===== src/rtl/mem_dma.sv =====
// Byte-wide copy/fill DMA engine driving a single-port memory that samples on negedge clk.
// Every output is registered, so each transition computes the outputs for the state being entered.
module mem_dma #(
  parameter int WIDTH         = 8,
  parameter int RAM_ADDR_BITS = 8
) (
  input  logic                     clk,
  input  logic                     reset,
  input  logic                     start,
  input  logic                     mode,
  input  logic [RAM_ADDR_BITS-1:0] src,
  input  logic [RAM_ADDR_BITS-1:0] dst,
  input  logic [RAM_ADDR_BITS-1:0] len,
  input  logic [WIDTH-1:0]         fill_val,
  output logic                     busy,
  output logic                     done,
  output logic [WIDTH-1:0]         sum,
  output logic                     mem_en,
  output logic                     mem_we,
  output logic [RAM_ADDR_BITS-1:0] mem_adr,
  output logic [WIDTH-1:0]         mem_wdata,
  input  logic [WIDTH-1:0]         mem_rdata
);

  localparam logic [1:0] IDLE = 2'd0;
  localparam logic [1:0] RD   = 2'd1;
  localparam logic [1:0] WR   = 2'd2;
  localparam logic [1:0] DONE = 2'd3;

  logic [1:0]               state;
  logic                     mode_r;
  logic [RAM_ADDR_BITS-1:0] src_r;
  logic [RAM_ADDR_BITS-1:0] dst_r;
  logic [RAM_ADDR_BITS-1:0] len_r;
  logic [WIDTH-1:0]         fill_r;
  logic [RAM_ADDR_BITS-1:0] idx;
  logic [RAM_ADDR_BITS-1:0] idx_next;
  logic                     accept;

  assign accept   = (state == IDLE) && start;
  assign idx_next = idx + RAM_ADDR_BITS'(1);

  // Job parameters only matter while a job runs, so they need no reset.
  always_ff @(posedge clk) begin
    if (accept) begin
      mode_r <= mode;
      src_r  <= src;
      dst_r  <= dst;
      len_r  <= len;
      fill_r <= fill_val;
    end
  end

  always_ff @(posedge clk) begin
    if (reset) begin
      state     <= IDLE;
      busy      <= 1'b0;
      done      <= 1'b0;
      sum       <= '0;
      mem_en    <= 1'b0;
      mem_we    <= 1'b0;
      mem_adr   <= '0;
      mem_wdata <= '0;
      idx       <= '0;
    end else begin
      case (state)
        IDLE: begin
          if (start) begin
            sum  <= '0;
            idx  <= '0;
            busy <= 1'b1;
            if (len == '0) begin
              state <= DONE;
              done  <= 1'b1;
            end else if (!mode) begin
              state   <= RD;
              mem_en  <= 1'b1;
              mem_we  <= 1'b0;
              mem_adr <= src;
            end else begin
              state     <= WR;
              mem_en    <= 1'b1;
              mem_we    <= 1'b1;
              mem_adr   <= dst;
              mem_wdata <= fill_val;
            end
          end
        end
        RD: begin
          // Read data lands directly in the write-data register for the following WR cycle.
          state     <= WR;
          mem_we    <= 1'b1;
          mem_adr   <= dst_r + idx;
          mem_wdata <= mem_rdata;
        end
        WR: begin
          sum <= sum + mem_wdata;
          idx <= idx_next;
          if (idx_next == len_r) begin
            state  <= DONE;
            done   <= 1'b1;
            mem_en <= 1'b0;
            mem_we <= 1'b0;
          end else if (!mode_r) begin
            state   <= RD;
            mem_we  <= 1'b0;
            mem_adr <= src_r + idx_next;
          end else begin
            mem_adr   <= dst_r + idx_next;
            mem_wdata <= fill_r;
          end
        end
        default: begin
          state <= IDLE;
          done  <= 1'b0;
          busy  <= 1'b0;
        end
      endcase
    end
  end

endmodule


===== config.mk =====
export PLATFORM = sky130hd
export DESIGN_NAME = mem_dma
export DESIGN_NICKNAME = d
export VERILOG_FILES = /design/src/rtl/mem_dma.sv
export SDC_FILE = /design/constraint.sdc
export NUM_CORES = 1
export LEC_CHECK = 0
export CORE_UTILIZATION = 54
export CTS_BUF_LIST = sky130_fd_sc_hd__clkbuf_16
export DETAILED_ROUTE_END_ITERATION = 8
export GPL_TIMING_DRIVEN = 0
export PLACE_DENSITY_LB_ADDON = 0.12
export SLEW_MARGIN = 10
export SYNTH_ARGS = -nofsm -noshare
export SYNTH_HDL_FRONTEND = slang
export SYNTH_SLANG_ARGS = --single-unit

===== constraint.sdc =====
create_clock -name clk -period 3.6 [get_ports clk]
set_clock_uncertainty 0.2 [all_clocks]
set_input_delay 0.72 -clock clk [delete_from_list [all_inputs] [get_ports clk]]
set_output_delay 0.72 -clock clk [all_outputs]
set_load 0.02 [all_outputs]

==> results.ini <==
[outcome]
outcome = complete, no violations

[global_routing]
first_global_vias = 3691
grt_max_degree = 35
overflow = 0
antenna_found_initial = 0
gr-usage-all-layers_pct = 29.25
grt_pass1_wl_mm = 18.94

[placement]
io_buffers = 71
hpwl_mm = 8.835
gp_congestion = 0.9199
dp_worst_setup_slack_ns = 0.03729

[detailed_routing]
drtIter0Drc = 280
wirelength_mm = 12.16
routedWlPerCell_um = 19.61
drtAntennaViolNets = 0
vias_per_cell = 6.224
drt-pass1-iter-count = 5
drc_errors = 0
vias = 3859

[power]
finalPower_mw = 4.342
powerDensity_nw_per_um2 = 779.6
ir_drop_v = 0.0004219
power_leakage_nw = 2.212

[synthesis]
synth_edf_count = 33
yosys-top-cells-count = dfxtp_1, edfxtp_1, nor2_1
yosys_register_bits = 71
yosysSeqAreaShare_pct = 39.87
ys_async_sr_fraction_pct = 0
synthesis.nets = 505
synth_ff_type = dfxtp_1
synth_cells = 431
synth_top_area_share_pct = 22.56
ys_top_cells_by_area = edfxtp_1, dfxtp_1, ha_1
synth.most_common_cell = dfxtp_1
syn_area_um2 = 4393
netlist.top_cell.by_area = edfxtp_1
synth.avg_cell_area_um2 = 10.19
yosys_warnings = 0
ys_types = 66

[clock_tree]
clk_path_buf_depth = 2
cts-root-buf = clkbuf_16
cts-resized-gates = 0
clkTransAtPathRegs_ns = 0.06
cts_tree = built
ctsHoldBuffers = 0
cts_sinks = 71
post-cts-setup-buffers = 0
htree_levels = 3
clk_latency_ns = 0.33
cts_made_buffers = 9

[critical_path]
worstPathCellList = clkbuf_1 > mux2_2 > ha_1 > fa_1 > a211oi_1 > o21ai_0 > nand3_1 > nand3b_1 > a311o_1 > mux2i_1
cp_slowest_cell = clkbuf_1
r2r_start = mode_r
cp-start-kind = flop
crit_fanout = 10
crit_path_end_kind = flop
r2r_setup_slack_ns = 0.23
r2r_end = mem_adr[6]
max_stage_delay_ns = 0.55
cp.required_ns = 3.66
crit_type = flop to flop
crit_family = compound AO/OA/AOI/OAI gates
critical_path_buf_inv_count = 1
worstRegToRegCells = 10
worstPathArrival_ns = 3.43

[min_path]
hold_path_startpoint = mem_adr[4]
hold_depth = 2
hp-class = flop to flop
min_to = mem_adr[4]

[sta]
fmax_mhz = 296.4
rsz0062_at_grt = false
maxSlewHeadroom_pct = 42.29
period_share_pct = 93.71
worst_slack_ns = 0.2264
slew_violations = 0
min_period_ns = 3.374
setup_violations = 0
worst_pin_slew_ns = 0.8656
hold_violations = 0

[flow_run]
max_cap_violations = 0

[floorplan]
die_width_um = 92.20
core-area_um2 = 7807
dieArea_um2 = 8500
ioPinCount = 72
rows = 32
die_h_um = 92.20
initial_core_util_pct = 56.27

[layout]
area_growth_pct = 26.77
n_fill_cell = 605
layout-drive-gt1-share_pct = 7.529
n_antenna_cell = 0
nets = 587
fin_util_pct = 71.33

## state kept, by name (all words and copies together) (netlist names), 2 cells and up
signal     count
dst_r          8
mem_adr        8
idx            8
sum            8
mem_wdata      8
state          2
src_r          8
fill_r         8
len_r          8
## area by class of cell
type	instances	area, um2	share of cell area (%)
Clock buffer	9	225.2	4.044
Buffer	18	75.07	1.348
Sequential cell	71	1752	31.45
Multi-Input combinational cell	325	2504	44.96
Timing Repair Buffer	71	710.7	12.76
Inverter	17	63.81	1.146
Tap cell	102	127.6	2.292
Clock inverter	7	111.4	2.000
## where the power goes
| group | switching (mW) | internal [mW] |
|---|---|---|
| Combinational | 1.21 | 0.853 |
| Clock | 0.349 | 0.673 |
| Sequential | 0.155 | 1.10 |
| Total | 1.72 | 2.62 |
## metal layers
layer | up-vias | track usage (%) | part of all wire [%]
met1 | 1906 | 38.47 | 45
li1 | 1805 | - | -
met4 | 0 | 11.85 | 1.9
met5 | - | 0 | 0
met2 | 132 | 48.51 | 48
met3 | 16 | 3.897 | 5.2
## cell families after synthesis
| kind of cell | share of synthesized area [%] |
|---|---|
| AOI/OAI and AO/OA | 21.05 |
| xor gates and xnor gates | 6.038 |
| adders and majority gates | 9.057 |
| buffers and inverters | 3.161 |
| DFF | 39.87 |
| muxes | 6.807 |
| and+or+nand+nor | 14.01 |
## how the worst max path moves through the flow
stage,from,end,slack [ns],depth (start not counted)
5_1_grt,mode_r,mem_adr[6],0.1,10
6_report,mode_r,mem_adr[6],0.23,10
4_1_cts,mode_r,mem_adr[6],0.22,10
3_5_place_dp,start,sum[7],0.04,6
2_1_floorplan,mode_r,mem_adr[6],0.73,10
3_3_place_gp,start,sum[3],-0.47,6
## metrics by stage
stage               instance area, um2  setup TNS (ns)  hold slack [ns]  cells
finish                            5569               0           0.2609    620
CTS                               5569               0           0.2650    620
global placement                  5231          -5.759           0.2464    604
global route                      5569               0           0.2801    620
floorplan                         4393               0           0.3009    431
detailed placement                5233               0           0.2553    604
## tightest hold or removal path, cell delays in order, from the launching register on
cell	delay [ns]
dfxtp_1	0.31
nand2_1	0.05
mux2i_1	0.06
## cell usage in the layout, fill, tap and decap left out, drive strengths merged, types with 6 or more instances in the layout
master         Yosys  routed
a211oi            12      12
a21o              11      11
a21oi             21      21
a221o              8       8
a22oi              9       9
and3               7       7
clkbuf            14      23
clkdlybuf4s50      0      71
dfxtp             38      38
edfxtp            33      33
ha                27      27
inv               16      18
mux2               9       9
mux2i             19      19
nand2             30      30
nand3              8       8
nor2              33      33
nor2b              6       6
nor3               8       8
o211ai            11      11
o21ai             23      23
xnor2             12      12
xor2               8       8
(Power assumes the default switching activity.)
==> RTL edit 1: new RTL, same settings <==
Reset style: asynchronous (`reset`), changed in one clocked block.
--- a/src/rtl/mem_dma.sv
+++ b/src/rtl/mem_dma.sv
@@ -51,7 +51,7 @@
     end
   end
 
-  always_ff @(posedge clk) begin
+  always_ff @(posedge clk or posedge reset) begin
     if (reset) begin
       state     <= IDLE;
       busy      <= 1'b0;
Formal check against the unedited RTL: differs if reset is asserted again (counterexample within 4 cycles, from zero or initial values and one cycle with reset high); with reset held inactive, the same outputs for 10 cycles.
==> RTL edit 1 against the unedited design <==
Synthesized cell count rose by 1.2%; combinational power rose by 35%; design area rose by 4.2%; wire length fell by 0.53%; largest power group unchanged; total power rose by 19%; sequential cell count did not move; synthesized area rose by 5.0%; die area rose by 4.8%; highest routed layer unchanged; critical endpoint is now mem_adr[4]; setup slack improved by 0.043 ns; via count rose by 1.4%.
==> RTL edit 1: results (changes against the unedited design) <==
- Worst reg2reg endpoint: mem_adr[4]
- Post-synth cell types: 71 (+7.6%)
- Post-synth top cells: dfrtp_1, nand2_1, edfxtp_1, nor2_1
- Initial DRC count: 409 (+46%)
- Placed cell count: 613 (+1.5%)
- Average size of a mapped cell: 10.6 sq um (+3.8%)
- Synth area leaders: edfxtp_1, dfrtp_1, ha_1, a21oi_1, nand2_1
- Multi-input gate area: 2500 sq um (-0.15%)
- Syn nets: 510 (+0.99%)
- Mux cell area share after synthesis: 6.24% (-0.57 points)
- Post-synthesis adder-cell area fraction: 8.63% (-0.43 points)
- Top cell family by delay on the critical path: multiplexers
- Initial antenna violation count: 0 (unchanged)
- First-pass GRT wire length: 19,000 um (+0.29%)
- Slew headroom: 44.0% (+1.7 points)
- Die span in x: 94.4 um (+2.4%)
- Cts bufs inserted: 9 (unchanged)
- Buffers, non-clock: 93 (+4.5%)
- Register Area: 1940 sq um (+11%)
- Inverter count: 19 (+2)
- Clk slew on worst S/H paths: 0.06 ns (about the same)
- Max H-tree Level: 3 (unchanged)
- All-Layer GR Usage: 28.7% (-0.52 points)
- Hold Crit Endpoint: mem_we
- Clock Path Buffers: 2 (unchanged)
- Launch point of the worst hold path: mem_we
- WL per Instance: 19.3 um (-1.8%)
- Vias in the first global route: 3,739 (+1.3%)
- Register area share after synthesis: 42.1% (+2.2 points)
- Slowest CP cell: edfxtp_1
- Static Leak: 2.39 nW (+8.0%)
- Clock-cell share of area: 5.71% (-0.33 points)
- WP data arrival: 3.35 ns (-0.08 ns)
- FFs w/ async S/R, synth: 53.5% (+54 points)
- Worst path max stage delay: 0.59 ns (+0.04 ns)
- Hpwl dp: 8660 um (-2.0%)
- Clock buf count: 10 (+1)
- Cell Area, Placed: 5470 sq um (+4.6%)
- FF-to-FF setup slack: 0.27 ns (+0.04 ns)
- Gpl congestion: 0.927 (+0.82%)
- Root buf cell: clkbuf_16
- Layout cells sized above 1: 9.94% (+2.4 points)
- Setup Slack @ Placement: 0.0238 ns (-0.0135 ns)
- Synth Area in XOR/XNOR: 6.57% (+0.53 points)
- Min Hold Slack: 0.309 ns (+0.0481 ns)
- Multi-In Gates: 324 (-0.31%)
- Multi-input gate share of total cell area: 43.1% (-1.9 points)
- Total wire length: 12,100 um (-0.53%)
- Hold Path Depth: 1 (-1)
- Fillcell total: 618 (+2.1%)
- Compound-gate portion of the synthesized area: 19.6% (-1.4 points)
- Vias per cell: 6.23 (+0.13%)
- Final-layout non-clock buffer area share: 14.3% (+0.16 points)
- Seq Cell Count: 71 (unchanged)
- Final nets: 592 (+0.85%)
- Maximum VDD drop: 0.520 mV (+23%)
- Status: finished, final reports clean
## RTL edit 1: cell families (layout without fill, tap and decap cells)
group | after synthesis | in the layout
AND/OR/NAND/NOR | 118 | 118
multiplexers | 24 | 24
adder cells (fa/ha/maj) | 30 | 30
AO/OA/AOI/OAI | 124 | 124
flip-flops | 71 | 71
buffers and inverters | 41 | 128
XOR/XNOR | 28 | 28
## RTL edit 1: worst max path at each step
stage | slack, ns | cells past startpoint | start | to
detailed placement | 0.02 | 11 | mode_r | mem_adr[4]
global placement | -0.46 | 6 | start | idx[5]
finish | 0.27 | 10 | mode_r | mem_adr[4]
CTS | 0.04 | 10 | mode_r | mem_adr[7]
global route | 0.08 | 8 | state[0] | idx[5]
floorplan | 0.56 | 11 | mode_r | mem_adr[4]
## RTL edit 1: worst reg2reg max path: cells and delay by family, from the launching register on
kind,cells,cell delay (ns)
multiplexers,2,0.66
adder cells (fa/ha/maj),2,0.65
AO/OA/AOI/OAI,4,0.63
flip-flops,1,0.59
buffers and inverters,1,0.34
XOR/XNOR,1,0.15
## RTL edit 1: what timing repair did
action                                 in CTS  in global routing
resized for setup                           1                  1
hold buffers                                0                  0
setup endpoints to repair                   1                  4
endpoints found under the hold margin       0                  0
## RTL edit 1: per-layer routing
metal	vias up	track usage (%)	wire, um
met5	-	0	0
met4	0	9.74	161
met3	16	6.12	1070
met2	232	45.7	5570
met1	1856	38.9	5290
li1	1810	-	-
## RTL edit 1: report_power, final
part	internal, mW	leakage, nW	switching (mW)	total (mW)
clock network	0.643	0.161	0.344	0.987
registers	1.14	0.781	0.231	1.37
logic	1.22	1.45	1.58	2.80
total	3.00	2.39	2.15	5.16
==> RTL edit 2: new RTL, same flow settings <==
Without the edit above. `WIDTH`: 8 -> 6.
--- a/src/rtl/mem_dma.sv
+++ b/src/rtl/mem_dma.sv
@@ -1,7 +1,7 @@
 // Byte-wide copy/fill DMA engine driving a single-port memory that samples on negedge clk.
 // Every output is registered, so each transition computes the outputs for the state being entered.
 module mem_dma #(
-  parameter int WIDTH         = 8,
+  parameter int WIDTH         = 6,
   parameter int RAM_ADDR_BITS = 8
 ) (
   input  logic                     clk,
Interface: changed (resized fill_val, mem_rdata, mem_wdata and sum); port bits go from 72 to 64. The function was not compared with the original's and may differ.
==> RTL edit 2 against the unedited design <==
First-iteration DRC count fell by 7.1%; sequential share of layout area fell by 1.6 points; via count rose by 0.75%; setup slack improved by 0.047 ns; critical path depth fell by 1; synthesized area fell by 0.94%; total power fell by 8.8%; design area fell by 3.1%; wire length fell by 0.95%; sequential cell count fell by 6; utilization fell by 1.8 points; non-clock buffer count rose by 4.
==> RTL edit 2: results (changes against the unedited design) <==
- Clk_lat worst skew: 0.34 ns
- Average size of a mapped cell: 9.78 sq um (-4.1%)
- Hpwl dp: 8940 um (+1.1%)
- Primary FF master, synth: dfxtp_1
- Post-synth EDFFs: 31 (-6.1%)
- Initial DRC count: 260 (-7.1%)
- Clk slew on worst S/H paths: 0.06 ns (about the same)
- Gpl congestion: 0.909 (-1.2%)
- Vias per cell: 6.22 (about the same)
- Mux cell area share after synthesis: 5.35% (-1.5 points)
- Post-synth top cells: a21oi_1, dfxtp_1, edfxtp_1, nor2_1, ha_1
- Finished Layout Cells: 625 (+0.81%)
- Post-synth cell types: 71 (+7.6%)
- First-pass GRT wire length: 19,500 um (+3.1%)
- Status: finished, final reports clean
- Syn nets: 513 (+1.6%)
- Vias in the first global route: 3,869 (+4.8%)
- Routed Antenna Nets: 0 (unchanged)
- All-Layer GR Usage: 30.2% (+0.95 points)
- Port Buffers: 63 (-11%)
- Maximum VDD drop: 0.501 mV (+19%)
- Min-Delay Path Class: reg2reg
- WP data arrival: 3.33 ns (-0.10 ns)
- Final nets: 586 (-0.17%)
- Antenna diodes: 0 (unchanged)
- Layout cells sized above 1: 10.3% (+2.8 points)
- Static Leak: 2.04 nW (-7.9%)
- # resized after CTS: 0 (unchanged)
- Slew headroom: 47.8% (+5.5 points)
- Initial antenna violation count: 0 (unchanged)
- Final hold violation count: 0 (unchanged)
- Register area share after synthesis: 37.0% (-2.8 points)
- Worst path max stage delay: 0.64 ns (+0.09 ns)
- Placed cell count: 610 (+0.99%)
- Largest family of logic cells by synthesized area: compound AO/OA/AOI/OAI gates
- Cell Area, Placed: 5110 sq um (-2.3%)
- DRT Pass-1 Iters: 5 (unchanged)
- Synth Area in XOR/XNOR: 6.01% (-0.029 points)
- Largest net degree at the start of global routing: 32 (-8.6%)
- Post-synthesis adder-cell area fraction: 8.57% (-0.49 points)
- CP max FO: 10 (unchanged)
- Synth area leaders: edfxtp_1, dfxtp_1, ha_1, a21oi_1, xnor2_1
- Slowest CP cell: edfxtp_1
- Ys Warns: 0 (unchanged)
- Cts bufs inserted: 9 (unchanged)
- Compound-gate portion of the synthesized area: 25.6% (+4.6 points)
- Post-CTS Setup Bufs: 0 (unchanged)
- FFs w/ async S/R, synth: 0% (unchanged)
- WL per Instance: 19.3 um (-1.7%)
[RTL edit 2: cell types whose count changed after synthesis, moves of 7 or more]
cell,before,now
o41ai_1,0,8
o211ai_1,11,3
nand2_1,30,22
a221o_1,8,1
mux2i_1,19,12
a21oi_1,20,37
[RTL edit 2: critical path, delay by kind of cell (launching register included)]
family,cells,cell delay (ns)
compound gates,5,1.22
fa+ha+maj,2,0.64
xor+xnor,1,0.09
mux,1,0.39
flops,1,0.64
[RTL edit 2: final cells by class]
cell class                      instances  area, sq um
Sequential cell                        65         1610
Clock inverter                          6         40.0
Clock buffer                           10          250
Inverter                               17         63.8
Timing Repair Buffer                   63          631
Tap cell                              102          128
Fill cell                             640         2370
Multi-Input combinational cell        332         2490
Buffer                                 30          186
[RTL edit 2: logic make-up (layout without fill, tap and decap cells)]
| kind of cell | after synthesis | after routing |
|---|---|---|
| AO/OA/AOI/OAI | 154 | 154 |
| buffers and inverters | 48 | 126 |
| XOR/XNOR | 27 | 27 |
| AND/OR/NAND/NOR | 101 | 101 |
| adder cells (fa/ha/maj) | 28 | 28 |
| multiplexers | 22 | 22 |
| flip-flops | 65 | 65 |
[RTL edit 2: where the power goes]
group,internal (mW),switching [mW],leakage (nW),total (mW)
Combinational,0.768,1.19,1.32,1.95
Sequential,1.00,0.154,0.573,1.16
Clock,0.506,0.341,0.140,0.847
[RTL edit 2: layer usage]
| layer | track usage, % | share of wire, % | vias up |
|---|---|---|---|
| li1 | - | - | 1853 |
| met1 | 37.7 | 42 | 1831 |
| met2 | 50.1 | 49 | 171 |
| met3 | 6.38 | 5.9 | 33 |
| met4 | 13.7 | 2.8 | 0 |
| met5 | 0 | 0 | - |
[RTL edit 2: through the flow]
stage / worst slack (ns) / power [mW]
floorplan: 0.683 / 2.43
global placement: 0.122 / 3.04
detailed placement: 0.161 / 3.09
CTS: 0.146 / 3.94
global route: 0.0494 / 4.17
finish: 0.274 / 3.96
[RTL edit 2: repair_timing]
action,in CTS,in global routing
hold endpoints to repair,0,0
endpoints found under the setup margin,0,1
hold buffers,0,0
[RTL edit 2: path summary, 6_finish.rpt]
check	startpoint	end	slack, ns	depth (start not counted)
setup reg to reg	mode_r	mem_adr[6]	0.27	9
hold reg to reg	done	done	0.28	2
setup / recovery	mode_r	mem_adr[6]	0.27	9
hold / removal	done	done	0.28	2
